### src/rtl/ex_mem_stage.sv
// ex_mem_stage
//   Execute stage and EX/MEM pipeline register for the 16-bit WISC pipeline.
//   Takes the ID/EX register outputs (ex_*), computes the ALU result, memory
//   address or load-half value, and registers everything MEM/WB need onto the
//   mem_* outputs one cycle later. Also holds the architectural Z/V/N flags.
//
// Ports
//   clk, rst             clock (posedge) and asynchronous active-high reset
//   stall_n              0 = hold EX/MEM register and flags
//   flush                1 = load a bubble into EX/MEM (wins over stall), flags hold
//   ex_rs_data           first operand
//   ex_rt_data           second operand / store data
//   ex_imm               sign-extended immediate (pre-shifted for LW/SW)
//   ex_opcode            instruction opcode
//   ex_imm_instr         select ex_imm as second ALU operand
//   ex_load_half_instr   LLB/LHB marker from decode
//   ex_load_half_data    old rd value for LLB/LHB
//   ex_mem_write         store enable
//   ex_WriteReg          register write enable
//   mem_alu_result       registered result / address
//   mem_rt_data          registered store data
//   mem_mem_write        registered store enable
//   mem_mem_read         registered load enable (LW)
//   mem_WriteReg         registered register write enable
//   mem_halt             registered halt
//   flag_z/flag_v/flag_n flag register
module ex_mem_stage #(
  parameter logic [3:0] HALT_OPCODE = 4'hF
) (
  input  logic        clk,
  input  logic        rst,
  input  logic        stall_n,
  input  logic        flush,
  input  logic [15:0] ex_rs_data,
  input  logic [15:0] ex_rt_data,
  input  logic [15:0] ex_imm,
  input  logic [3:0]  ex_opcode,
  input  logic        ex_imm_instr,
  input  logic        ex_load_half_instr,
  input  logic [15:0] ex_load_half_data,
  input  logic        ex_mem_write,
  input  logic        ex_WriteReg,
  output logic [15:0] mem_alu_result,
  output logic [15:0] mem_rt_data,
  output logic        mem_mem_write,
  output logic        mem_mem_read,
  output logic        mem_WriteReg,
  output logic        mem_halt,
  output logic        flag_z,
  output logic        flag_v,
  output logic        flag_n
);

  localparam logic [3:0] OP_ADD    = 4'h0;
  localparam logic [3:0] OP_SUB    = 4'h1;
  localparam logic [3:0] OP_XOR    = 4'h2;
  localparam logic [3:0] OP_RED    = 4'h3;
  localparam logic [3:0] OP_SLL    = 4'h4;
  localparam logic [3:0] OP_SRA    = 4'h5;
  localparam logic [3:0] OP_ROR    = 4'h6;
  localparam logic [3:0] OP_PADDSB = 4'h7;
  localparam logic [3:0] OP_LW     = 4'h8;
  localparam logic [3:0] OP_SW     = 4'h9;
  localparam logic [3:0] OP_LLB    = 4'hA;
  localparam logic [3:0] OP_LHB    = 4'hB;

  // The opcode alone identifies LLB/LHB; the decode marker is redundant here.
  logic unused_load_half;
  assign unused_load_half = ex_load_half_instr;

  logic [15:0] opnd_b;
  assign opnd_b = ex_imm_instr ? ex_imm : ex_rt_data;

  // Saturating add/sub: 17-bit sign-extended result; bits 16 and 15 disagree
  // exactly when the 16-bit signed result overflowed, and bit 16 is the true sign.
  logic [16:0] add_full;
  logic [16:0] sub_full;
  logic        add_ovf;
  logic        sub_ovf;
  logic [15:0] add_sat;
  logic [15:0] sub_sat;

  assign add_full = {ex_rs_data[15], ex_rs_data} + {opnd_b[15], opnd_b};
  assign sub_full = {ex_rs_data[15], ex_rs_data} - {opnd_b[15], opnd_b};
  assign add_ovf  = add_full[16] ^ add_full[15];
  assign sub_ovf  = sub_full[16] ^ sub_full[15];
  assign add_sat  = add_ovf ? (add_full[16] ? 16'h8000 : 16'h7FFF) : add_full[15:0];
  assign sub_sat  = sub_ovf ? (sub_full[16] ? 16'h8000 : 16'h7FFF) : sub_full[15:0];

  // Reduction: four signed bytes always fit in 10 bits, so no overflow.
  logic [9:0]  red_sum;
  logic [15:0] red_res;
  assign red_sum = {{2{ex_rs_data[15]}}, ex_rs_data[15:8]}
                 + {{2{ex_rs_data[7]}},  ex_rs_data[7:0]}
                 + {{2{ex_rt_data[15]}}, ex_rt_data[15:8]}
                 + {{2{ex_rt_data[7]}},  ex_rt_data[7:0]};
  assign red_res = {{6{red_sum[9]}}, red_sum};

  logic [15:0] sll_res;
  logic [15:0] sra_res;
  logic [31:0] ror_full;
  logic [15:0] ror_res;
  assign sll_res  = ex_rs_data << ex_imm[3:0];
  assign sra_res  = $signed(ex_rs_data) >>> ex_imm[3:0];
  assign ror_full = {ex_rs_data, ex_rs_data} >> ex_imm[3:0];
  assign ror_res  = ror_full[15:0];

  logic [15:0] paddsb_res;
  for (genvar i = 0; i < 4; i++) begin : g_lane
    logic [4:0] lane_sum;
    assign lane_sum = {ex_rs_data[4*i+3], ex_rs_data[4*i +: 4]}
                    + {opnd_b[4*i+3], opnd_b[4*i +: 4]};
    assign paddsb_res[4*i +: 4] = (lane_sum[4] ^ lane_sum[3])
                                ? (lane_sum[4] ? 4'h8 : 4'h7)
                                : lane_sum[3:0];
  end

  logic [15:0] addr_res;
  assign addr_res = (ex_rs_data & 16'hFFFE) + ex_imm;

  logic        is_halt;
  logic [15:0] alu_res;
  logic        z_we;
  logic        vn_we;
  logic        v_nxt;
  logic        z_nxt;
  logic        n_nxt;
  logic        mem_rd_nxt;

  assign is_halt = (ex_opcode == HALT_OPCODE);

  always_comb begin
    alu_res    = '0;
    z_we       = 1'b0;
    vn_we      = 1'b0;
    v_nxt      = 1'b0;
    mem_rd_nxt = 1'b0;
    if (!is_halt) begin
      case (ex_opcode)
        OP_ADD: begin
          alu_res = add_sat;
          v_nxt   = add_ovf;
          z_we    = 1'b1;
          vn_we   = 1'b1;
        end
        OP_SUB: begin
          alu_res = sub_sat;
          v_nxt   = sub_ovf;
          z_we    = 1'b1;
          vn_we   = 1'b1;
        end
        OP_XOR: begin
          alu_res = ex_rs_data ^ opnd_b;
          z_we    = 1'b1;
        end
        OP_RED:    alu_res = red_res;
        OP_SLL: begin
          alu_res = sll_res;
          z_we    = 1'b1;
        end
        OP_SRA: begin
          alu_res = sra_res;
          z_we    = 1'b1;
        end
        OP_ROR: begin
          alu_res = ror_res;
          z_we    = 1'b1;
        end
        OP_PADDSB: alu_res = paddsb_res;
        OP_LW: begin
          alu_res    = addr_res;
          mem_rd_nxt = 1'b1;
        end
        OP_SW:     alu_res = addr_res;
        OP_LLB:    alu_res = {ex_load_half_data[15:8], ex_imm[7:0]};
        OP_LHB:    alu_res = {ex_imm[7:0], ex_load_half_data[7:0]};
        default:   alu_res = '0;
      endcase
    end
    z_nxt = (alu_res == 16'h0000);
    n_nxt = alu_res[15];
  end

  always_ff @(posedge clk or posedge rst) begin
    if (rst) begin
      mem_alu_result <= '0;
      mem_rt_data    <= '0;
      mem_mem_write  <= 1'b0;
      mem_mem_read   <= 1'b0;
      mem_WriteReg   <= 1'b0;
      mem_halt       <= 1'b0;
      flag_z         <= 1'b0;
      flag_v         <= 1'b0;
      flag_n         <= 1'b0;
    end else if (flush) begin
      mem_alu_result <= '0;
      mem_rt_data    <= '0;
      mem_mem_write  <= 1'b0;
      mem_mem_read   <= 1'b0;
      mem_WriteReg   <= 1'b0;
      mem_halt       <= 1'b0;
    end else if (stall_n) begin
      mem_alu_result <= alu_res;
      mem_rt_data    <= ex_rt_data;
      mem_mem_write  <= ex_mem_write;
      mem_mem_read   <= mem_rd_nxt;
      mem_WriteReg   <= ex_WriteReg;
      mem_halt       <= is_halt;
      if (z_we) begin
        flag_z <= z_nxt;
      end
      if (vn_we) begin
        flag_v <= v_nxt;
        flag_n <= n_nxt;
      end
    end
  end

endmodule

### config.mk
export PLATFORM = sky130hd
export DESIGN_NAME = ex_mem_stage
export DESIGN_NICKNAME = d
export VERILOG_FILES = /design/src/rtl/ex_mem_stage.sv
export SDC_FILE = /design/constraint.sdc
export NUM_CORES = 1
export LEC_CHECK = 0
export ABC_AREA = 1
export CAP_MARGIN = 15
export CELL_PAD_IN_SITES_DETAIL_PLACEMENT = 0
export CELL_PAD_IN_SITES_GLOBAL_PLACEMENT = 1
export CORE_MARGIN = 2
export CORE_UTILIZATION = 42
export CTS_BUF_LIST = sky130_fd_sc_hd__clkbuf_16
export CTS_CLUSTER_DIAMETER = 100
export DETAILED_ROUTE_END_ITERATION = 6
export HOLD_SLACK_MARGIN = 0.12
export PLACE_DENSITY_LB_ADDON = 0.1
export REMOVE_ABC_BUFFERS = 1
export SYNTH_ARGS = -nofsm -noshare
export SYNTH_HDL_FRONTEND = slang
export SYNTH_SLANG_ARGS = --single-unit
### constraint.sdc
create_clock -name clk -period 3.5 [get_ports clk]
set_input_delay 0.7 -clock clk [delete_from_list [all_inputs] [get_ports clk]]
set_output_delay 0.7 -clock clk [all_outputs]
set_load 0.02 [all_outputs]
==> flow_summary.toml, run 1 <==
[synthesis]
ys.flop_type = "dfrtp_1"
synth_most_common_cell = "nand2_1"
yosysSeqAreaShare_pct = 11.7
netlist_top_cells_count = "nand2_1, nand3_1, inv_1"
synth_top_area_share_pct = 23.0
ys_ff_latch = 39
syn-instance-count = 1505
synth_cell_type_count = 44
synthArstFlopShare_pct = 100
avgSynthCellArea_sq_um = 5.56
yosysWarnings = 0
synthTopCellsByArea = "nand2_1, nand3_1, dfrtp_1"
synth_edf_count = 0
netlist_area_sq_um = 8370
synth_top_area_cell = "nand2_1"

[detailed_routing]
wl_per_cell_microns = 19.1
ant_nets = 0
vias = 11500
viasPerCell = 5.37
drt_wl_total_mm = 40.9
drc_errors = 0
firstDrtPassIters = 5
drtIter0Drc = 992

[sta]
setup_viol = 6
setup_total_negative_slack_ns = -0.608
timing.final.ws_setup_ns = -0.196
finClkSkew_ns = 0
fmax_mhz = 271
period_minus_slack_ns = 3.70
rsz0062_at_grt = "yes"
drv_slew = 0
max_slew_margin_pct = 25.8
timing.final.crit_share_pct = 106
worst_pin_slew_ns = 1.11
hold_violations = 0

[layout]
final_cells = 2146
stdcell_area_sq_um = 12700
finalNetCount = 2034
area_growth_pct = 52.3
drive_gt1_share_pct = 27.8
final_core_util_pct = 65.3

[setup_path]
setup.worst_path.end = "flag_z$_DFFE_PP0P_"
cp.arrival_ns = 3.92
start_kind = "primary input"
cp_max_fo = 5
required_ns = 3.73
r2r_setup_slack_ns = 2.77
cp-end-kind = "flop"
path_class = "primary input to flop"
crit_start = "ex_rs_data[9]"
timing.rr.start = "flag_n$_DFFE_PP0P_"
reg2regPathDepth = 2
r2r-end = "flag_n$_DFFE_PP0P_"

[placed_design]
place_area_sq_um = 11700
io_buffers = 113
post-dp-hpwl_mm = 33.5
gp_congestion = 1.03
post-place-ws_ns = -1.11
post-place-cells = 2115

[global_route]
grt-ovfl-total = 0
track_usage_pct = 37.3
grt_max_degree = 37
grt_first_pass_wirelength_mm = 60.6
grt_pass1_vias = 10900
antenna_found_initial = 0

[floorplanning]
die_h_microns = 145
io_pins = 115
die_w_microns = 145
design.core.area_sq_um = 19500
rows = 51
initial_core_util_pct = 42.9
die-area_sq_um = 21100

[clock_tree]
clock-sinks = 39
cts_tree = "yes"
clkTransAtPathRegs_ns = 0.06
root_buffer = "clkbuf_16"
clk_latency_ns = 0.28
cts_made_buffers = 5
htree_num_levels = 2
cts_buffer_depth = 2

[power]
p_per_area_nw_per_um2 = 296
p_leak_nw = 6.84
ir_drop_mv = 0.225

[run_status]
status = "finished with violations"
failed_checks = "setup timing"

[run]
drv_cap = 0

[hold_path]
holdCritPathClass = "flop to flop"
[cell type report]
cell class / instances / area (sq um)
repair buffers: 419 / 3500
well taps: 265 / 332
clock buffers: 5 / 125
multi-input cells: 1227 / 7070
flip-flops and latches: 39 / 976
inverters: 187 / 712
clock inverters: 3 / 38.8
diodes: 1 / 2.50
fillers: 1948 / 6780
[how the worst min path moves through the flow]
stage                             startpoint            endpoint  slack [ns]  depth (start not counted)
after global routing      flag_z$_DFFE_PP0P_  flag_z$_DFFE_PP0P_        0.52                          2
after floorplan           flag_z$_DFFE_PP0P_  flag_z$_DFFE_PP0P_        0.58                          2
after detailed placement  flag_z$_DFFE_PP0P_  flag_z$_DFFE_PP0P_        0.49                          2
final                     flag_z$_DFFE_PP0P_  flag_z$_DFFE_PP0P_        0.51                          2
after CTS                 flag_z$_DFFE_PP0P_  flag_z$_DFFE_PP0P_        0.50                          2
after global placement    flag_z$_DFFE_PP0P_  flag_z$_DFFE_PP0P_        0.49                          2
[per-layer routing]
layer | track usage (%) | wire length [microns]
met1 | 46.9 | 16300
met5 | 0 | 0
met2 | 59.3 | 18300
met4 | 22.0 | 2890
met3 | 7.61 | 3470
[where the power goes]
group	leakage, nW	switching [mW]	internal (mW)	total (mW)
clock network	0.0812	0.184	0.332	0.516
registers	0.522	0.0226	0.486	0.509
logic	6.24	1.50	1.24	2.75
[placed cells by master, fill, tap and decap left out, types with 5 or more instances in the layout]
cell type and instances:
dfrtp_1 39, a21oi_2 17, clkbuf_16 5, o21bai_1 5, xor2_1 20, nand3_2 15, nand3_1 236, inv_1 147
nand2_1 478, nand4_1 7, nor3_1 8, nand3b_1 9, ha_4 17, nand2_2 43, buf_6 11, o211ai_1 5
fa_1 13, o21ai_1 7, dlygate4sd2_1 7, inv_2 35, clkbuf_2 8, o21ai_0 57, nor2_4 9, dlymetal6s2s_1 7
clkdlybuf4s50_1 84, ha_1 35, a21oi_1 50, xnor2_1 5, nand2_4 9, fa_2 10, nor2_2 11, nor2_1 119
buf_4 291
[worst max-delay path, stage by stage]
cell,delay [ns]
buf_8,0.08
inv_4,0.03
fa_1,0.55
fa_1,0.41
inv_1,0.08
ha_2,0.19
inv_2,0.04
fa_2,0.32
nand3b_1,0.26
nand2_2,0.15
nand2_2,0.07
a21oi_2,0.17
nor2_4,0.09
a21oi_2,0.10
nand2_1,0.07
nor2_2,0.13
nand3_1,0.09
nor2_1,0.11
nand3_1,0.07
nor2_1,0.10
nand2_1,0.06
nand2_1,0.05
[cells by family (layout without fill, tap and decap cells)]
| group | after synthesis | in the layout | share of synthesized area [%] |
|---|---|---|---|
| adders and majority gates | 79 | 79 | 13.9 |
| buffers and inverters | 239 | 614 | 11.8 |
| DFF | 39 | 39 | 11.7 |
| other | 0 | 1 | 0 |
| and+or+nand+nor | 959 | 959 | 49.0 |
| AOI/OAI and AO/OA | 162 | 162 | 10.8 |
| xor gates and xnor gates | 27 | 27 | 2.83 |
[flip-flops by register name, summed over array words and instances (netlist names)]
register        flops
mem_rt_data        16
flag_n              1
flag_z              1
mem_WriteReg        1
mem_mem_read        1
mem_halt            1
mem_alu_result     16
mem_mem_write       1
flag_v              1
[stage by stage]
stage	total power, mW	hold WS [ns]
6_report	3.77	0.513
4_1_cts	3.55	0.500
2_1_floorplan	1.72	0.582
5_1_grt	4.03	0.523
3_5_place_dp	2.90	0.495
3_3_place_gp	2.87	0.487
[repair_timing]
action,in CTS,in global routing
buffers inserted,6,15
cloned,1,1
gates resized for setup,123,134
pin swaps,62,74
setup endpoints to repair,19,19
hold buffers,0,0
Note: power is estimated with default switching activity, not from simulation.
==> inputs of run 2 (changes only) <==
- GPL_TIMING_DRIVEN: not set -> 0
==> run 2 against run 1 <==
Net effect: the run still ends with setup timing left; first-iteration DRC count increased by 5.0%; clock power increased by 1%; via count decreased by 9.9%; largest power group unchanged; die area unchanged; sequential share of layout area increased by 1.7 points.
==> flow_summary.toml, run 2 (same netlist as run 1, synthesis figures left out) <==
[run_status]
status = "finished with violations"
failed_checks = "setup timing"

[hold_path]
holdCritPathClass = "flop to flop"

[setup_path]
cp.arrival_ns = 4.03
cp_max_fo = 6
cp-end-kind = "flop"
start_kind = "primary input"
r2r_setup_slack_ns = 2.75
required_ns = 3.73
path_class = "primary input to flop"

[sta]
timing.hold.ws_ns = 0.501
timing.final.ws_setup_ns = -0.295
drv_slew = 0
period_minus_slack_ns = 3.79
setup_viol = 8
fmax_mhz = 264
timing.final.crit_share_pct = 108
finClkSkew_ns = 0
worst_pin_slew_ns = 1.08
max_slew_margin_pct = 28.0
rsz0062_at_grt = "yes"
hold_violations = 0

[layout]
finalNetCount = 1757
layout_common_cells = "nand2_1, nand3_1, inv_1, nor2_1, clkdlybuf4s50_1"
num-fill-cells = 2180
final_cells = 1868
multiInputGateArea_sq_um = 6870
seqCellArea_sq_um = 976
reg_top3 = "mem_alu_result: 16 flops, mem_rt_data: 16 flops"
final_core_util_pct = 53.7
area_growth_pct = 25.3
layout_commonest_cell = "nand2_1"
diodes = 0
drive_gt1_share_pct = 13.0

[clock_tree]
cts_tree = "yes"
root_buffer = "clkbuf_16"
cts_buffer_depth = 2
cts_made_buffers = 5
clkTransAtPathRegs_ns = 0.06
clock-sinks = 39
clk_latency_ns = 0.29
htree_num_levels = 2

[global_route]
antenna_found_initial = 1
track_usage_pct = 34.0
grt-ovfl-total = 0
grt_pass1_vias = 9539
grt_max_degree = 40
grt_first_pass_wirelength_mm = 55.1

[detailed_routing]
ant_nets = 0
wl_per_cell_microns = 19.7
vias = 10400
drtIter0Drc = 1042
drc_errors = 0
drt_wl_total_mm = 36.8
firstDrtPassIters = 5
viasPerCell = 5.56

[floorplanning]
io_pins = 115
die-area_sq_um = 21100
die_h_microns = 145
rows = 51
initial_core_util_pct = 42.9
die_w_microns = 145
design.core.area_sq_um = 19500

[power]
finalPower_mw = 3.15
swShare_pct = 48.8
ir_drop_mv = 0.195
p_switching_mw = 1.54
combPwrFrac_pct = 67.4
pwr-share-clk_pct = 16.5
p_int_mw = 1.61
p_leak_nw = 5.42
p_seq_share_pct = 16.1
p_per_area_nw_per_um2 = 301

[placed_design]
post-dp-hpwl_mm = 29.5
io_buffers = 113
post-place-ws_ns = -2.06
post-place-cells = 1832
gp_congestion = 0.997

[run]
drv_cap = 0
-- run 2: cell types whose count changed in the layout (fill, tap and decap cells not counted), sizes merged, moves of 2 or more --
cell	delta
buf	-267
dlymetal6s2s	-4
clkdlybuf4s50	-3
dlygate4sd2	-3
clkbuf	-2
clkinvlp	+2
-- run 2: repair_timing --
| item | 4_1_cts | 5_1_grt |
|---|---|---|
| endpoints found under the setup margin | 19 | 19 |
| pin swaps | 25 | 34 |
| cloned | 1 | 1 |
| setup buffers | 10 | 16 |
| hold buffers | 0 | 0 |
| gates resized for setup | 215 | 82 |
-- run 2: routing by layer --
layer,vias up,global-route usage [%],share of wire [%]
li1,5037,-,-
met5,-,0,0
met2,464,55.7,45
met4,0,9.66,3.6
met1,4812,45.7,42
met3,75,6.51,8.7
-- run 2: power by group through the flow --
stage | sequential (mW) | combinational [mW] | clock (mW)
after floorplan | 0.557 | 1.16 | 0
after global placement | 0.514 | 1.82 | 0
after detailed placement | 0.515 | 1.83 | 0
after CTS | 0.507 | 1.96 | 0.526
after global routing | 0.511 | 2.32 | 0.551
final | 0.507 | 2.12 | 0.521
-- run 2: area by class of cell --
cell class | instances | area share [%]
clock inverters | 3 | 0.370
repair buffers | 140 | 13.3
inverters | 187 | 7.02
flip-flops and latches | 39 | 9.31
well taps | 265 | 3.16
clock buffers | 5 | 1.19
multi-input cells | 1227 | 65.5
repair inverters | 2 | 0.131
-- run 2: critical path, cell delays in order --
cell	delay [ns]
clkdlybuf4s50_1	0.55
inv_2	0.08
fa_1	0.47
inv_1	0.07
ha_2	0.18
inv_2	0.04
fa_2	0.33
nand3b_1	0.22
nand2_2	0.13
nand2_2	0.06
a21oi_2	0.16
nor2_4	0.11
buf_12	0.15
nor3_4	0.19
nand3_2	0.13
nor2_4	0.14
nand3_1	0.08
nor2_1	0.10
nand2_1	0.06
nand2_1	0.05
-- run 2: path summary, 6_finish.rpt --
path,from,to,depth (start not counted)
min,flag_z$_DFFE_PP0P_,flag_z$_DFFE_PP0P_,2
max in group asynchronous,rst,mem_rt_data[15]$_DFFE_PP0P_,2
max reg2reg,mem_alu_result[14]$_DFFE_PP0P_,mem_alu_result[14]$_DFFE_PP0P_,2
min in group asynchronous,rst,mem_alu_result[0]$_DFFE_PP0P_,2
min reg2reg,flag_z$_DFFE_PP0P_,flag_z$_DFFE_PP0P_,2
max,ex_rt_data[9],flag_z$_DFFE_PP0P_,20
-- run 2: through the flow --
step	TNS (ns)	instance area, sq um
finish	-1.28	10500
global route	-2.27	10500
CTS	-0.824	10100
detailed placement	-35.33	9580
global placement	-51.98	9550
floorplan	-0.346	8090
